$ cat src/rtl/ethernet_tx_frame_builder.sv
// rtl/ethernet_tx_frame_builder.sv - Ethernet II header insertion and 64-bit beat re-alignment
// Define ETH_TX_PAD_EN to zero-pad frames shorter than 60 bytes.
module ethernet_tx_frame_builder (
  input  logic        i_clk,
  input  logic        i_reset,
  input  logic [47:0] i_dst_mac,
  input  logic [47:0] i_src_mac,
  input  logic [15:0] i_ethertype,
  input  logic        i_pl_tvalid,
  output logic        o_pl_tready,
  input  logic [63:0] i_pl_tdata,
  input  logic        i_pl_tlast,
  input  logic [7:0]  i_pl_tkeep,
  output logic        o_tx_contr_tvalid,
  output logic [63:0] o_tx_contr_tdata,
  output logic        o_tx_contr_tlast,
  output logic [7:0]  o_tx_contr_tkeep,
  output logic        o_frame_done,
  output logic        o_underrun
);

`ifdef ETH_TX_PAD_EN
  typedef enum logic [2:0] {S_IDLE, S_HDR0, S_HDR1, S_DATA, S_TAIL, S_PAD} state_e;
  localparam logic [11:0] MIN_FRAME = 12'd60;
`else
  typedef enum logic [2:0] {S_IDLE, S_HDR0, S_HDR1, S_DATA, S_TAIL} state_e;
`endif

  function automatic logic [7:0] keep_mask(input logic [3:0] n);
    return (n >= 4'd8) ? 8'hFF : 8'((9'd1 << n) - 9'd1);
  endfunction

  function automatic logic [3:0] keep_count(input logic [7:0] k);
    logic [3:0] c;
    c = 4'd0;
    for (int i = 0; i < 8; i++) if (k[i]) c = 4'(i + 1);
    return c;
  endfunction

  function automatic logic [63:0] lane_mask(input logic [3:0] n);
    logic [7:0]  m;
    logic [63:0] r;
    r = '0;
    m = keep_mask(n);
    for (int i = 0; i < 8; i++) r[8*i +: 8] = {8{m[i]}};
    return r;
  endfunction

  state_e      state_q, state_d, end_state;
  logic [47:0] dst_q, src_q, hold_q, hold_d;
  logic [15:0] type_q;
  logic [10:0] cnt_q, cnt_d;
  logic [2:0]  tail_q, tail_d;
  logic        tvalid_q, tvalid_d, tlast_q, tlast_d, underrun_q, underrun_d;
  logic [63:0] tdata_q, tdata_d;
  logic [7:0]  tkeep_q, tkeep_d;

  logic [3:0]  kb;
  logic        beat_en, data_end, last;
  logic [3:0]  nbytes, eff;
  logic [63:0] raw;
  logic [11:0] sum;
`ifdef ETH_TX_PAD_EN
  logic        to_pad;
  logic [11:0] total, room;
`endif

  assign kb          = keep_count(i_pl_tkeep);
  assign o_pl_tready = (state_q == S_HDR1) || (state_q == S_DATA);

  always_ff @(posedge i_clk) begin
    if (i_reset) begin
      state_q    <= S_IDLE;
      cnt_q      <= '0;
      hold_q     <= '0;
      tail_q     <= '0;
      dst_q      <= '0;
      src_q      <= '0;
      type_q     <= '0;
      tvalid_q   <= 1'b0;
      tdata_q    <= '0;
      tlast_q    <= 1'b0;
      tkeep_q    <= '0;
      underrun_q <= 1'b0;
    end else begin
      state_q    <= state_d;
      cnt_q      <= cnt_d;
      hold_q     <= hold_d;
      tail_q     <= tail_d;
      tvalid_q   <= tvalid_d;
      tdata_q    <= tdata_d;
      tlast_q    <= tlast_d;
      tkeep_q    <= tkeep_d;
      underrun_q <= underrun_d;
      if (state_q == S_IDLE && i_pl_tvalid) begin
        dst_q  <= i_dst_mac;
        src_q  <= i_src_mac;
        type_q <= i_ethertype;
      end
    end
  end

  // Beat formation: each state's beat is what the output register loads at its closing edge.
  always_comb begin
    raw        = '0;
    nbytes     = 4'd0;
    beat_en    = 1'b0;
    data_end   = 1'b0;
    underrun_d = 1'b0;
    case (state_q)
      S_HDR0: begin
        beat_en = 1'b1;
        nbytes  = 4'd8;
        raw     = {src_q[39:32], src_q[47:40], dst_q[7:0], dst_q[15:8],
                   dst_q[23:16], dst_q[31:24], dst_q[39:32], dst_q[47:40]};
      end
      S_HDR1, S_DATA: begin
        if (i_pl_tvalid) begin
          beat_en      = 1'b1;
          raw[63:48]   = i_pl_tdata[15:0];
          raw[47:0]    = (state_q == S_HDR1) ?
                         {type_q[7:0], type_q[15:8], src_q[7:0], src_q[15:8],
                          src_q[23:16], src_q[31:24]} : hold_q;
          if (i_pl_tlast && kb <= 4'd2) begin
            data_end = 1'b1;
            nbytes   = 4'd6 + kb;
          end else begin
            nbytes   = 4'd8;
          end
        end else begin
          underrun_d = 1'b1;
        end
      end
      S_TAIL: begin
        beat_en  = 1'b1;
        data_end = 1'b1;
        raw      = {16'd0, hold_q};
        nbytes   = {1'b0, tail_q};
      end
`ifdef ETH_TX_PAD_EN
      S_PAD: begin
        beat_en  = 1'b1;
        data_end = 1'b1;
      end
`endif
      default: ;
    endcase

    eff  = nbytes;
    last = data_end;
`ifdef ETH_TX_PAD_EN
    // Short frames: fill the rest of this beat with zeros, continue in PAD if 60 is not yet reached.
    to_pad = 1'b0;
    total  = {1'b0, cnt_q} + {8'd0, nbytes};
    room   = MIN_FRAME - {1'b0, cnt_q};
    if (data_end && total < MIN_FRAME) begin
      if (room <= 12'd8) begin
        eff = room[3:0];
      end else begin
        eff    = 4'd8;
        last   = 1'b0;
        to_pad = 1'b1;
      end
    end
`endif

    tvalid_d = beat_en;
    tlast_d  = beat_en & last;
    tdata_d  = raw & lane_mask(nbytes);
    tkeep_d  = !beat_en ? 8'h00 : (last ? keep_mask(eff) : 8'hFF);
  end

  always_comb begin
    state_d = state_q;
    hold_d  = hold_q;
    tail_d  = tail_q;
    cnt_d   = cnt_q;
`ifdef ETH_TX_PAD_EN
    end_state = to_pad ? S_PAD : S_IDLE;
`else
    end_state = S_IDLE;
`endif
    sum = {1'b0, cnt_q} + {8'd0, eff};
    if (beat_en) cnt_d = sum[11] ? 11'h7FF : sum[10:0];
    case (state_q)
      S_IDLE: begin
        cnt_d = '0;
        if (i_pl_tvalid) state_d = S_HDR0;
      end
      S_HDR0: state_d = S_HDR1;
      S_HDR1, S_DATA: begin
        if (i_pl_tvalid) begin
          hold_d = i_pl_tdata[63:16];
          if (!i_pl_tlast) begin
            state_d = S_DATA;
          end else if (kb > 4'd2) begin
            state_d = S_TAIL;
            tail_d  = 3'(kb - 4'd2);
          end else begin
            state_d = end_state;
          end
        end
      end
      S_TAIL: state_d = end_state;
`ifdef ETH_TX_PAD_EN
      S_PAD: if (last) state_d = S_IDLE;
`endif
      default: state_d = S_IDLE;
    endcase
  end

  assign o_tx_contr_tvalid = tvalid_q;
  assign o_tx_contr_tdata  = tdata_q;
  assign o_tx_contr_tlast  = tlast_q;
  assign o_tx_contr_tkeep  = tkeep_q;
  assign o_frame_done      = tlast_q;
  assign o_underrun        = underrun_q;

endmodule

$ cat config.mk
export PLATFORM = sky130hd
export DESIGN_NAME = ethernet_tx_frame_builder
export DESIGN_NICKNAME = d
export VERILOG_FILES = /design/src/rtl/ethernet_tx_frame_builder.sv
export SDC_FILE = /design/constraint.sdc
export NUM_CORES = 1
export LEC_CHECK = 0
export ABC_CLOCK_PERIOD_IN_PS = 4100
export BUFFER_PORTS_ARGS = -buffer_cell sky130_fd_sc_hd__buf_4
export CORE_AREA = 4 4 179 111
export DETAILED_ROUTE_END_ITERATION = 8
export DIE_AREA = 0 0 183 115
export PLACE_DENSITY = 0.86
export REMOVE_ABC_BUFFERS = 1
export SETUP_SLACK_MARGIN = 0.1
export SLEW_MARGIN = 10
export SYNTH_ARGS = -nofsm -noshare
export SYNTH_HDL_FRONTEND = slang
export SYNTH_SLANG_ARGS = --single-unit
$ cat constraint.sdc
create_clock -name i_clk -period 4.1 [get_ports i_clk]
set_input_delay 0.82 -clock i_clk [delete_from_list [all_inputs] [get_ports i_clk]]
set_output_delay 0.82 -clock i_clk [all_outputs]
set_load 0.01 [all_outputs]
==> out/results.tsv <==
metric	value	unit
start_util	51.74	%
cts_tree	built	
synthToLayoutAreaGrowth	31.01	%
whs_endpoint	src_q[27]$_SDFFE_PP0P_	
path_class	in -> reg	
critPathArrivalTime	4.07	ns
min_from	src_q[27]$_SDFFE_PP0P_	
hold_depth	2	
critical_path.max_fanout	8	
max_cap_viol_count	0	
ys_seq_area_share	51.61	%
fp.dieH	115	um
grt_pass1_wl	44000	um
htreeDepth	1	
setup_viol	0	
place.gp.congestion	0.9326	
grt_antenna_before_repair	0	
r2r-end	o_tx_contr_tdata[38]$_SDFF_PP0_	
clk_latency	0.50	ns
dp_cells	1583	
worst_pin_slew	0.9340	ns
cts_buffers	22	
fillers	1466	
synth_flop_cell	dfxtp_1	
grt_setup_unrepaired	no	
portBuffers	264	
grt_pass1_vias	8574	
regArea	4828	sq um
clock-skew-final	0.01107	ns
end_kind	register	
rr_worst_depth	12	
ant_nets	0	
numClockSinks	241	
hpwl	19240	um
power.density	428.5	nW/um^2
drv_slew	0	
clock_tree.root_cell	clkbuf_16	
cts_hold_buf	0	
dr.first_iter.drc_count	842	
diodes	0	
finalPower	5248	uW
hp-class	reg -> reg	
r2r_setup_slack	0.74	ns
p_leak	0.004839	uW
hold_viol_final	0	
netlist_area	9348	sq um
fin_crit_sh	88.68	%
ys_ff_latch	241	
core.rowCount	38	
drc	0	
status	finished, final reports clean	
fmax	275.0	MHz
dieWidth	183	um
grt_overflow	0	
synth-edff-count	0	
cts_buffer_depth	3	
relSlewSlack	37.31	%
wl	28260	um
avgViaCountPerCell	5.534	
required	4.54	ns
cts_setup_buffers	0	
grt_max_degree	78	
critPathLaunchType	input pin	
synthDistinctLibCells	50	
avgSynthCellArea	8.164	sq um
cts.repair.resized	0	
firstDrtPassIters	5	
synth_cells	1145	
path_clk_slew	0.07	ns
io_pins	265	
nets	1557	
core	18070	sq um
finalCriticalPeriod	3.636	ns
num_vias	8981	
r2r_start	state_q[1]$_SDFFE_PP0P_	
synth-async-reset-ratio	0	%
drive_above_1_share	24.95	%
post_drt_wl_per_cell	17.41	um
grt_util_all_layers	25.43	%
die_area	21050	sq um
yosysWarningCount	0	
multi_input_area	4170	sq um
peakVddDrop	0.2695	mV
stdcell_count	1623	
synth_stat cells (all sizes together) (8+ instances only):
master	n	area [sq um]
dfxtp	241	4825
buf	13	67.57
a21oi	177	885.9
nor2	115	451.7
inv	8	30.03
a22oi	8	60.06
a22o	8	70.07
a221oi	48	420.4
clkbuf	75	281.5
o21ai	9	45.04
mux2i	50	500.5
nand2	337	1265
per-layer routing:
layer  vias up  global-route usage, %  share of wire (%)
li1       4307                      -                  -
met1      4172                  36.04                 43
met2       459                  39.59                 44
met3        43                  6.260                 11
met4         0                  5.903                1.9
met5         -                      0                  0
through the flow:
step                      setup slack, ns  TNS (ns)  instance area, sq um  hold slack [ns]  util (%)
after global placement            0.04493         0                 11500           0.4424     63.66
after detailed placement         -0.01911  -0.07235                 11500           0.4458     63.66
final                              0.4640         0                 12250           0.4532     67.78
after floorplan                    -6.064   -883.24                  8999           0.4296         -
after CTS                          0.4957         0                 12250           0.4550     67.78
after global routing               0.2882         0                 12250           0.4720     67.78
worst max path at each step:
stage / from / to / cells after the start
2_1_floorplan: state_q[0]$_SDFFE_PP0P_ / dst_q[0]$_SDFFE_PP0P_ / 3
3_3_place_gp: i_pl_tkeep[6] / o_tx_contr_tdata[38]$_SDFF_PP0_ / 16
3_5_place_dp: i_pl_tkeep[6] / o_tx_contr_tdata[20]$_SDFF_PP0_ / 15
4_1_cts: i_pl_tkeep[6] / o_tx_contr_tdata[20]$_SDFF_PP0_ / 15
5_1_grt: i_pl_tkeep[6] / o_tx_contr_tdata[20]$_SDFF_PP0_ / 15
6_report: i_pl_tkeep[6] / o_tx_contr_tdata[20]$_SDFF_PP0_ / 15
cell usage in the layout (no fill, tap or decap), types with 3 or more instances in the layout:
master / n
a211oi_1: 4
a21oi_1: 177
a221oi_1: 48
a22o_1: 8
a22oi_1: 8
buf_4: 284
clkbuf_1: 4
clkbuf_16: 23
clkbuf_8: 4
clkinv_2: 5
dfxtp_1: 240
inv_1: 8
mux2i_1: 50
nand2_1: 336
nor2_1: 107
nor2_2: 8
nor3_1: 3
nor3b_1: 3
nor4_1: 4
o21ai_0: 5
o21ai_1: 4
or2_2: 3
worst max-delay path, cell delays in order:
cell and delay (ns):
buf_4 0.12, or4_4 0.53, nand2b_1 0.10, ha_1 0.18
nor4_2 0.07, buf_4 0.16, a21oi_1 0.27, nand3_1 0.14
or2_2 0.29, ha_1 0.27, inv_1 0.18, nor3b_1 0.08
o211a_1 0.12, or3_1 0.57, nor2_2 0.17
state kept, by name, indices dropped and copies added (netlist names):
register,flops
o_frame_done,1
state_q,3
hold_q,48
o_tx_contr_tvalid,1
o_tx_contr_tkeep,8
type_q,16
o_tx_contr_tdata,64
dst_q,48
o_underrun,1
src_q,48
tail_q,3
final cells by class:
| type | count | share of cell area (%) |
|---|---|---|
| repair buffers | 286 | 17.74 |
| well taps | 240 | 2.452 |
| flip-flops and latches | 241 | 39.43 |
| multi-input cells | 808 | 34.05 |
| clock inverters | 9 | 0.8173 |
| clock buffers | 31 | 5.272 |
| inverters | 8 | 0.2452 |
cells by family (layout without fill, tap and decap cells):
logic type / after synthesis / in the layout / share of synthesized area, %
adder cells (fa/ha/maj): 2 / 2 / 0.2677
flip-flops: 241 / 241 / 51.61
AO/OA/AOI/OAI: 266 / 266 / 17.28
AND/OR/NAND/NOR: 488 / 488 / 21.22
buffers and inverters: 96 / 334 / 4.056
XOR/XNOR: 1 / 1 / 0.09371
multiplexers: 51 / 51 / 5.474
report_power, final:
group          internal [uW]  leakage [uW]  switching [uW]  total [uW]
sequential              2450       0.00196            66.0        2510
clock                   1230      0.000365             876        2100
combinational            271       0.00251             360         631
(Power assumes the default switching activity.)
